### src/rtl/julia_pkg.sv
// rtl/julia_pkg.sv - shared pixel types and widths for the Julia search, worker and writer blocks
package julia_pkg;

    localparam int PIX_W  = 8;
    localparam int ADDR_W = 32;

    typedef struct packed {
        logic [ADDR_W-1:0] addr;
        logic [PIX_W-1:0]  data;
    } pixel_t;

    typedef enum logic {
        ST_IDLE  = 1'b0,
        ST_WRITE = 1'b1
    } wr_state_e;

endpackage

### src/rtl/pixel_fifo.sv
// rtl/pixel_fifo.sv - small power-of-two pixel buffer with push/pop/clear and a registered full flag
module pixel_fifo
    import julia_pkg::*;
#(
    parameter int FIFO_DEPTH = 4
) (
    input  logic   clk,
    input  logic   n_rst,
    input  logic   clear,
    input  logic   push,
    input  pixel_t push_data,
    input  logic   pop,
    output pixel_t head,
    output logic   full,
    output logic   empty
);

    localparam int PW = $clog2(FIFO_DEPTH);
    localparam int CW = $clog2(FIFO_DEPTH + 1);

    pixel_t          mem_q [FIFO_DEPTH];
    logic [PW-1:0]   wr_ptr_q, wr_ptr_d;
    logic [PW-1:0]   rd_ptr_q, rd_ptr_d;
    logic [CW-1:0]   count_q, count_d;
    logic            full_q, full_d;
    logic            do_push, do_pop;

    // Full is the registered flag, so a same-cycle pop never frees room for a push.
    assign do_push = push & ~full_q & ~clear;
    assign do_pop  = pop & ~empty & ~clear;
    assign empty   = (count_q == '0);
    assign full    = full_q;
    assign head    = mem_q[rd_ptr_q];

    always_comb begin
        wr_ptr_d = wr_ptr_q;
        rd_ptr_d = rd_ptr_q;
        count_d  = count_q;
        if (clear) begin
            wr_ptr_d = '0;
            rd_ptr_d = '0;
            count_d  = '0;
        end else begin
            if (do_push) wr_ptr_d = wr_ptr_q + 1'b1;
            if (do_pop)  rd_ptr_d = rd_ptr_q + 1'b1;
            if (do_push && !do_pop)      count_d = count_q + 1'b1;
            else if (!do_push && do_pop) count_d = count_q - 1'b1;
        end
        full_d = (count_d == CW'(FIFO_DEPTH));
    end

    always_ff @(posedge clk or negedge n_rst) begin
        if (!n_rst) begin
            wr_ptr_q <= '0;
            rd_ptr_q <= '0;
            count_q  <= '0;
            full_q   <= 1'b0;
        end else begin
            wr_ptr_q <= wr_ptr_d;
            rd_ptr_q <= rd_ptr_d;
            count_q  <= count_d;
            full_q   <= full_d;
        end
    end

    always_ff @(posedge clk) begin
        if (do_push) mem_q[wr_ptr_q] <= push_data;
    end

endmodule

### src/rtl/pixel_writer.sv
// rtl/pixel_writer.sv - buffers selected pixels and writes them to frame memory over Avalon-MM
module pixel_writer
    import julia_pkg::*;
#(
    parameter int FIFO_DEPTH = 4,
    parameter int NUM_PIXELS = 307200
) (
    input  logic                              clk,
    input  logic                              n_rst,
    input  logic                              found,
    input  logic [PIX_W-1:0]                  sel_data,
    input  logic [ADDR_W-1:0]                 sel_address,
    output logic                              accept,
    input  logic                              clear,
    output logic [ADDR_W-1:0]                 m_address,
    output logic [PIX_W-1:0]                  m_writedata,
    output logic                              m_write,
    input  logic                              m_waitrequest,
    output logic                              fifo_full,
    output logic [$clog2(NUM_PIXELS+1)-1:0]   pix_count,
    output logic                              frame_done
);

    localparam int CNT_W = $clog2(NUM_PIXELS + 1);

    wr_state_e          state_q, state_d;
    logic [ADDR_W-1:0]  m_address_q, m_address_d;
    logic [PIX_W-1:0]   m_writedata_q, m_writedata_d;
    logic               m_write_q, m_write_d;
    logic [CNT_W-1:0]   pix_count_q, pix_count_d;
    logic               frame_done_q, frame_done_d;

    pixel_t             head;
    logic               fifo_empty;
    logic               pop;
    logic               xfer_done;

    assign accept    = found & ~fifo_full & ~clear;
    assign xfer_done = m_write_q & ~m_waitrequest;

    pixel_fifo #(.FIFO_DEPTH(FIFO_DEPTH)) u_fifo (
        .clk       (clk),
        .n_rst     (n_rst),
        .clear     (clear),
        .push      (accept),
        .push_data ('{addr: sel_address, data: sel_data}),
        .pop       (pop),
        .head      (head),
        .full      (fifo_full),
        .empty     (fifo_empty)
    );

    always_ff @(posedge clk or negedge n_rst) begin
        if (!n_rst) state_q <= ST_IDLE;
        else        state_q <= state_d;
    end

    always_comb begin
        state_d = state_q;
        case (state_q)
            ST_IDLE:  if (!clear && !fifo_empty) state_d = ST_WRITE;
            ST_WRITE: if (!m_waitrequest && (clear || fifo_empty)) state_d = ST_IDLE;
            default:  state_d = ST_IDLE;
        endcase
    end

    // A clear discards buffered pixels, so no new head is loaded that cycle.
    always_comb begin
        pop           = 1'b0;
        m_address_d   = m_address_q;
        m_writedata_d = m_writedata_q;
        m_write_d     = m_write_q;
        case (state_q)
            ST_IDLE: begin
                if (!clear && !fifo_empty) pop = 1'b1;
            end
            ST_WRITE: begin
                if (!m_waitrequest) begin
                    if (!clear && !fifo_empty) pop = 1'b1;
                    else                       m_write_d = 1'b0;
                end
            end
            default: m_write_d = 1'b0;
        endcase
        if (pop) begin
            m_address_d   = head.addr;
            m_writedata_d = head.data;
            m_write_d     = 1'b1;
        end
    end

    always_comb begin
        pix_count_d  = pix_count_q;
        frame_done_d = 1'b0;
        if (clear) begin
            pix_count_d = '0;
        end else if (xfer_done) begin
            if (pix_count_q == CNT_W'(NUM_PIXELS - 1)) begin
                pix_count_d  = '0;
                frame_done_d = 1'b1;
            end else begin
                pix_count_d = pix_count_q + 1'b1;
            end
        end
    end

    always_ff @(posedge clk or negedge n_rst) begin
        if (!n_rst) begin
            m_address_q   <= '0;
            m_writedata_q <= '0;
            m_write_q     <= 1'b0;
            pix_count_q   <= '0;
            frame_done_q  <= 1'b0;
        end else begin
            m_address_q   <= m_address_d;
            m_writedata_q <= m_writedata_d;
            m_write_q     <= m_write_d;
            pix_count_q   <= pix_count_d;
            frame_done_q  <= frame_done_d;
        end
    end

    assign m_address   = m_address_q;
    assign m_writedata = m_writedata_q;
    assign m_write     = m_write_q;
    assign pix_count   = pix_count_q;
    assign frame_done  = frame_done_q;

endmodule
### config.mk
export PLATFORM = sky130hd
export DESIGN_NAME = pixel_writer
export DESIGN_NICKNAME = d
export VERILOG_FILES = /design/src/rtl/julia_pkg.sv /design/src/rtl/pixel_fifo.sv /design/src/rtl/pixel_writer.sv
export SDC_FILE = /design/constraint.sdc
export NUM_CORES = 1
export LEC_CHECK = 0
export CAP_MARGIN = 5
export CORE_ASPECT_RATIO = 0.7
export CORE_UTILIZATION = 27
export CTS_CLUSTER_DIAMETER = 100
export DETAILED_ROUTE_END_ITERATION = 8
export PLACE_DENSITY = 0.57
export SLEW_MARGIN = 15
export SYNTH_ARGS = -nofsm -noshare
export SYNTH_HDL_FRONTEND = slang
export SYNTH_HIERARCHICAL = 1
export SYNTH_SLANG_ARGS = --single-unit
export TNS_END_PERCENT = 1
### constraint.sdc
create_clock -name clk -period 3.9 [get_ports clk]
set_input_delay 0.78 -clock clk [delete_from_list [all_inputs] [get_ports clk]]
set_output_delay 0.78 -clock clk [all_outputs]
set_load 0.01 [all_outputs]
==> impl_metrics.ini, run 1 <==
[global_routing]
top_usage_layer = met2
overflow = 0
grt_pass1_wl_um = 28800
antenna_found_initial = 0
grt_pass1_vias = 4962
track_usage_pct = 11.1
grt_use_met1_pct = 15.3
met2_usage_pct = 17.5
grt_start_max_net_pins = 71
met3_usage_pct = 2.20

[floorplan]
core_area_mm2 = 0.0326
die_w_um = 220
io_pins = 108
die_area_mm2 = 0.0341
fp.dieH_um = 155
row_count = 55
start_util_pct = 27.6

[drt]
vias = 4634
drt-pass1-iter-count = 6
detail_route.iter0.violations = 220
routed_wl_um = 18500
drc = 10
via_per_inst = 4.44
antenna_left = 0
wl_per_cell_um = 17.7

[power_and_ir_drop]
switching_share_pct = 23.9
internal_power_mw = 5.23
clkPwrFrac_pct = 34.8
seq_power_share_pct = 45.3
irDropWorstVdd_mv = 0.252
power_mw = 6.87
power_switching_mw = 1.64
p_per_area_mw_per_mm2 = 599
power_frac_comb_pct = 19.9
total_leakage_power_nw = 3.89

[synthesis]
synth_area_leaders = edfxtp_1 (53%), dfrtp_1 (19%), mux4_2 (10%), mux2_2 (5.0%), ha_1 (1.1%)
syn_area_mm2 = 0.00900
postSynthCellCount = 479
syn_area_per_cell_um2 = 18.8
ys.flop_type = edfxtp_1
yosysTopAreaCell = edfxtp_1
ys_types = 51
seq_area_frac_synth_pct = 72.9
synth_top_area_share_pct = 53.4
ys_warn_count = 6
ys_seq_elements = 230
synth_common_cells = edfxtp_1 (160), dfrtp_1 (70), mux2_2 (40), mux4_2 (40), nor2_1 (15)
syn_nets = 532
synth_edf_count = 160
ys_async_sr_fraction_pct = 30.4
synth.most_common_cell = edfxtp_1

[clocking]
cts_buffers = 24
hold_buffers = 0
clk_latency_ns = 0.51
clk_path_buf_depth = 3
cts_resized = 0
cts_sinks = 230
path_clk_slew_ns = 0.06
post_cts.repair.setup_buffers = 0
root_buffer = clkbuf_16
cts_tree = done
htreeDepth = 1

[run_status]
status = finished, violations left
violations = DRC

[critical_path]
required_ns = 3.12
r2r_start = u_fifo/count_q[1]
r2r-end = m_address[19]
r2r_slack_ns = 1.72
criticalPathCategory = input port to output pin
cp-start-kind = input port
crit_arrival_ns = 2.08
endpoint_kind = output pin
worstPathMaxFanout = 2
rr_worst_depth = 7

[sta]
hold_violations = 0
rsz0062_at_grt = no
maxSlewViolCount = 0
finalSetupTns_ns = 0
max_slew_margin_pct = 27.6
fin_skew_ns = 0.0109
fin_crit_sh_pct = 73.3
worstMarginPinSlew_ns = 1.09
period_needed_ns = 2.86
setup-violations-final = 0
fmaxAchievable_mhz = 350

[layout]
fin_util_pct = 35.2
drive_gt1_share_pct = 24.1
fillCellCount = 3039
nets = 650
final_cell_area_mm2 = 0.0115
finalNonFillerCells = 1044
areaGrowthSynthToFinish_pct = 27.4

[placed_design]
dp_cells = 998
port_buffers = 107
routabilityCongestion = 0.829
place_area_mm2 = 0.0106
dp_hpwl_um = 11600

[job]
maxCapViolCount = 0

[worst_hold_path]
hp-class = input port to async pin
[power by group through the flow]
stage                     Clock, mW  Combinational, mW  Sequential [mW]
after floorplan                   0              0.653             3.19
after global placement            0               1.36             3.17
after detailed placement          0               1.39             3.18
after CTS                      2.47               1.40             3.13
after global routing           2.58               1.47             3.17
final                          2.39               1.37             3.11
[metal layers]
layer	wire [um]	up-vias
met5	0	-
met4	413	0
met1	8440	2365
met2	8700	106
li1	-	2133
met3	923	30
[how the worst max path moves through the flow]
stage,to,start,cells after the start
finish,accept,clear,3
global route,accept,clear,3
CTS,accept,clear,3
global placement,accept,found,3
floorplan,u_fifo/mem_q[0][0],clear,6
detailed placement,u_fifo/mem_q[1][11],clear,6
[logic make-up after synthesis]
logic type | share of synthesized area [%]
adder cells (fa/ha/maj) | 1.24
AND/OR/NAND/NOR | 5.33
AO/OA/AOI/OAI | 2.61
flip-flops | 72.9
multiplexers | 15.1
XOR/XNOR | 1.17
buffers and inverters | 1.65
[final cells by class]
class | count | area (um^2) | area share (%)
Multi-Input combinational cell | 218 | 2300 | 20.1
Clock buffer | 31 | 677 | 5.90
Sequential cell | 230 | 6560 | 57.2
Inverter | 9 | 33.8 | 0.295
Timing Repair Buffer | 114 | 1170 | 10.2
Clock inverter | 13 | 176 | 1.54
Tap cell | 427 | 534 | 4.66
Antenna cell | 2 | 5.00 | 0.0437
[per-stage QoR]
step / hold WS (ns) / worst slack (ns)
after floorplan: 0.484 / 0.733
final: 0.404 / 1.04
after detailed placement: 0.495 / 1.01
after global placement: 0.497 / 1.00
after CTS: 0.458 / 1.02
after global routing: 0.489 / 0.951
[cells in the final DEF (no fill, tap or decap), drive strengths merged, types with 8 or more instances in the layout]
cell type	netlist	routed
dfrtp	70	70
xor2	9	9
nand3	11	11
clkbuf	5	31
mux2	40	40
nor2	15	15
mux4	40	40
nand2	16	16
clkdlybuf4s50	0	106
buf	17	8
o21ai	11	11
inv	9	9
ha	8	8
edfxtp	160	160
clkinv	0	8
[critical path, cell delays in order]
cell             delay (ns)
clkdlybuf4s50_1        0.44
nor3b_1                0.27
clkdlybuf4s50_1        0.60
[state kept, by name (all words and copies together), names as in the netlist]
signal / count
u_fifo/wr_ptr_q: 2
pix_count: 19
u_fifo/mem_q: 160
frame_done: 1
u_fifo/rd_ptr_q: 2
m_address: 32
m_writedata: 8
state_q: 1
m_write: 1
u_fifo/count_q: 3
u_fifo/full: 1
No activity file was read; power rests on OpenSTA's default activity.
==> run 2, diff against run 1 <==
--- a/config.mk
+++ b/config.mk
@@ -10,7 +10,7 @@
 export CORE_UTILIZATION = 27
 export CTS_CLUSTER_DIAMETER = 100
 export DETAILED_ROUTE_END_ITERATION = 8
-export PLACE_DENSITY = 0.57
+export PLACE_DENSITY = 0.58
 export SLEW_MARGIN = 15
 export SYNTH_ARGS = -nofsm -noshare
 export SYNTH_HDL_FRONTEND = slang
==> constraint.sdc (replaced) <==
create_clock -name clk -period 2.6 [get_ports clk]
set_input_delay 0.52 -clock clk [delete_from_list [all_inputs] [get_ports clk]]
set_output_delay 0.52 -clock clk [all_outputs]
set_load 0.01 [all_outputs]
==> impl_metrics.ini, run 2 (synthesized netlist as in run 1, its figures left out) <==
[run_status]
status = finished, violations left
violations = DRC

[sta]
finalSetupTns_ns = 0
worstMarginPinSlew_ns = 0.534
fin_hold_ws_ns = 0.507
hold_violations = 0
setup-violations-final = 0
period_needed_ns = 2.31
max_slew_margin_pct = 64.0
rsz0062_at_grt = no
fin_crit_sh_pct = 88.9
maxSlewViolCount = 0
fin_skew_ns = 0.0156
fmaxAchievable_mhz = 433

[critical_path]
endpoint_kind = output pin
required_ns = 2.08
cp-start-kind = input port
criticalPathCategory = input port to output pin
crit_arrival_ns = 1.79
worstPathMaxFanout = 2

[floorplan]
io_pins = 108
die_area_mm2 = 0.0341
fp.dieH_um = 155
start_util_pct = 27.6
row_count = 55
die_w_um = 220
core_area_mm2 = 0.0326

[placed_design]
routabilityCongestion = 0.845
dp_hpwl_um = 12500
port_buffers = 107
place_area_mm2 = 0.0108

[clocking]
path_clk_slew_ns = 0.06
cts_tree = done
cts_buffers = 24
cts_resized = 0
post_cts.repair.setup_buffers = 0
root_buffer = clkbuf_16
hold_buffers = 1
cts_sinks = 230
clk_path_buf_depth = 3
htreeDepth = 1
clk_latency_ns = 0.51

[global_routing]
antenna_found_initial = 1
grt_start_max_net_pins = 38
track_usage_pct = 11.4
overflow = 0
grt_pass1_vias = 4974
grt_pass1_wl_um = 29800

[layout]
largest_reg_flops = 160
final_common_cell = edfxtp_1
nets = 665
final_cell_mix = edfxtp_1 (160), clkdlybuf4s50_1 (106), dfrtp_1 (68)
areaGrowthSynthToFinish_pct = 29.2
fillCellCount = 3038
top_register = u_fifo/mem_q
seqCellArea_mm2 = 0.00656
final_cell_area_mm2 = 0.0116
multi_input_area_mm2 = 0.00230
drive_gt1_share_pct = 25.4
fin_util_pct = 35.7

[drt]
antenna_left = 0
via_per_inst = 4.47
routed_wl_um = 19200
drc = 12
drt-pass1-iter-count = 6
wl_per_cell_um = 18.1
vias = 4736
detail_route.iter0.violations = 338

[power_and_ir_drop]
switching_share_pct = 24.5
total_leakage_power_nw = 3.96
power_frac_comb_pct = 21.0
irDropWorstVdd_mv = 0.447
clkPwrFrac_pct = 34.3
p_per_area_mw_per_mm2 = 893
power_switching_mw = 2.54
power_mw = 10.4
seq_power_share_pct = 44.7
internal_power_mw = 7.83

[worst_hold_path]
hp-class = register to register

[job]
maxCapViolCount = 0
[run 2: cell count changes in the layout (fill, tap and decap cells not counted), sizes merged]
cell	delta
buf	+14
clkinv	-6
clkbuf	+4
clkinvlp	+2
bufinv	-1
dlygate4sd3	+1
inv	+1
[run 2: worst paths after layout]
path                              startpoint            endpoint  slack (ns)  cells past startpoint
setup / recovery                       found              accept        0.29                      3
hold / removal                m_writedata[4]      m_writedata[4]        0.51                      1
setup reg to reg           u_fifo/count_q[0]       m_address[25]        0.55                      7
hold reg to reg               m_writedata[4]      m_writedata[4]        0.51                      1
max in group asynchronous              n_rst  u_fifo/rd_ptr_q[0]        1.42                      3
min in group asynchronous              n_rst        pix_count[1]        0.53                      2
[run 2: power groups by stage]
stage | registers (mW) | clock network, mW | logic (mW)
2_1_floorplan | 4.79 | 0 | 0.980
3_3_place_gp | 4.73 | 0 | 2.18
3_5_place_dp | 4.72 | 0 | 2.21
4_1_cts | 4.65 | 3.67 | 2.23
5_1_grt | 4.70 | 3.83 | 2.35
6_report | 4.64 | 3.56 | 2.18
[run 2: stage by stage]
| step | cells | setup WS (ns) |
|---|---|---|
| finish | 1059 | 0.288 |
| global route | 1057 | 0.198 |
| CTS | 1057 | 0.267 |
| detailed placement | 1012 | 0.206 |
| global placement | 1012 | 0.211 |
| floorplan | 479 | -0.307 |
[run 2: final cells by class]
type,instances,share of cell area (%)
antenna,2,0.0431
clock buffer,35,6.05
clock inverter,9,1.13
inverter,9,0.291
multi-input combinational,218,19.8
sequential,230,56.5
tap,427,4.60
timing repair buffer,129,11.6
[run 2: metal layers]
layer,vias to the layer above,share of wire (%),global-route usage (%)
met5,-,0,0
met4,0,1.9,2.79
met3,21,6.1,2.71
met2,118,44,17.1
met1,2444,48,16.7
li1,2153,-,-
[run 2: critical path, stage by stage]
cell             delay [ns]
clkdlybuf4s50_1        0.45
nor3b_1                0.24
clkdlybuf4s50_1        0.59
==> run 3, diff against run 2 <==
--- a/config.mk
+++ b/config.mk
@@ -11,6 +11,7 @@
 export CTS_CLUSTER_DIAMETER = 100
 export DETAILED_ROUTE_END_ITERATION = 8
 export PLACE_DENSITY = 0.58
+export SKIP_CTS_REPAIR_TIMING = 1
 export SLEW_MARGIN = 15
 export SYNTH_ARGS = -nofsm -noshare
 export SYNTH_HDL_FRONTEND = slang
==> impl_metrics.ini, run 3 (synthesized netlist as in run 1, its figures left out) <==
[global_routing]
grt_pass1_wl_um = 29800
track_usage_pct = 11.4
overflow = 0
grt_pass1_vias = 4974
antenna_found_initial = 1
grt_start_max_net_pins = 38

[layout]
final_cell_mix = edfxtp_1 (160), clkdlybuf4s50_1 (106), dfrtp_1 (68)
final_common_cell = edfxtp_1
areaGrowthSynthToFinish_pct = 29.1
final_cell_area_mm2 = 0.0116
largest_reg_flops = 160
drive_gt1_share_pct = 25.4
top_register = u_fifo/mem_q
nets = 664

[power_and_ir_drop]
total_leakage_power_nw = 3.96
p_per_area_mw_per_mm2 = 893
irDropWorstVdd_mv = 0.447

[sta]
fin_crit_sh_pct = 88.9
fmaxAchievable_mhz = 433
max_slew_margin_pct = 64.0
fin_hold_ws_ns = -0.0143
worstMarginPinSlew_ns = 0.535
rsz0062_at_grt = no
fin_skew_ns = 0.0154
maxSlewViolCount = 0
hold_violations = 11
setup-violations-final = 0
period_needed_ns = 2.31
fin_ws_ns = 0.288

[job]
maxCapViolCount = 0

[placed_design]
place_area_mm2 = 0.0108
pre_cts_ws_ns = 0.206
routabilityCongestion = 0.845
port_buffers = 107
dp_hpwl_um = 12500

[drt]
via_per_inst = 4.48
antenna_left = 0
routed_wl_um = 19200
vias = 4735
drt-pass1-iter-count = 6
drc = 12
wl_per_cell_um = 18.2
detail_route.iter0.violations = 332

[critical_path]
cpMostUsedCell = clkdlybuf4s50_1
worstPathMaxFanout = 2
rr_worst_depth = 7
critPathLaunch = found
r2r-end = m_address[25]
critPathMaxStageDelay_ns = 0.59
criticalPathCategory = input port to output pin
required_ns = 2.08
slowest_stage = clkdlybuf4s50_1
r2r_slack_ns = 0.55
timing.critical_path.to = accept
r2r_start = u_fifo/count_q[0]
endpoint_kind = output pin
crit_arrival_ns = 1.79
crit_chain = clkdlybuf4s50_1 -> nor3b_1 -> clkdlybuf4s50_1
cp-start-kind = input port

[clocking]
clk_latency_ns = 0.51
cts_buffers = 24
cts_sinks = 230
cts_tree = done
path_clk_slew_ns = 0.07
htreeDepth = 1
root_buffer = clkbuf_16
clk_path_buf_depth = 3

[run_status]
status = finished, violations left
violations = DRC, hold timing

[floorplan]
fp.dieH_um = 155
io_pins = 108
die_w_um = 220
row_count = 55
core_area_mm2 = 0.0326
die_area_mm2 = 0.0341
start_util_pct = 27.6

[worst_hold_path]
hp-class = input port to async pin
## run 3: critical path: cells and delay by family
kind                   cells  cell delay, ns
buffers and inverters      2            1.04
and+or+nand+nor            1            0.24
## run 3: per-stage QoR
step | utilization [%] | total power, mW | instances | setup TNS [ns]
2_1_floorplan | - | 5.77 | 479 | -36.84
3_3_place_gp | 33.1 | 6.92 | 1012 | 0
3_5_place_dp | 33.1 | 6.93 | 1012 | 0
4_1_cts | 35.7 | 10.6 | 1056 | 0
5_1_grt | 35.7 | 10.9 | 1056 | 0
6_report | 35.7 | 10.4 | 1058 | 0
## run 3: cell type report
cell class	instances	area, um^2
Antenna cell	2	5.00
Inverter	9	33.8
Timing Repair Buffer	128	1340
Clock inverter	9	131
Clock buffer	35	703
Multi-Input combinational cell	218	2300
Tap cell	427	534
Sequential cell	230	6560
Fill cell	3039	20900
## run 3: worst min path at each step
stage / endpoint / cells past startpoint / slack [ns] / startpoint
2_1_floorplan: frame_done / 0 / 0.22 / n_rst
3_3_place_gp: m_address[3] / 1 / 0.49 / m_address[3]
3_5_place_dp: m_address[18] / 1 / 0.50 / m_address[18]
4_1_cts: pix_count[0] / 1 / -0.0006 / n_rst
5_1_grt: pix_count[1] / 1 / 0.02 / n_rst
6_report: pix_count[1] / 1 / -0.01 / n_rst
## run 3: layer usage
| layer | up-vias | track usage [%] | share of wire, % |
|---|---|---|---|
| met5 | - | 0 | 0 |
| met4 | 0 | 2.79 | 1.9 |
| met3 | 21 | 2.71 | 6.2 |
| met2 | 122 | 17.1 | 44 |
| met1 | 2440 | 16.7 | 48 |
| li1 | 2152 | - | - |
## run 3: where the power goes
group	switching (mW)	internal [mW]	leakage, nW	total (mW)
Clock	1.38	2.18	0.399	3.56
Combinational	0.884	1.29	1.23	2.18
Sequential	0.278	4.36	2.33	4.64
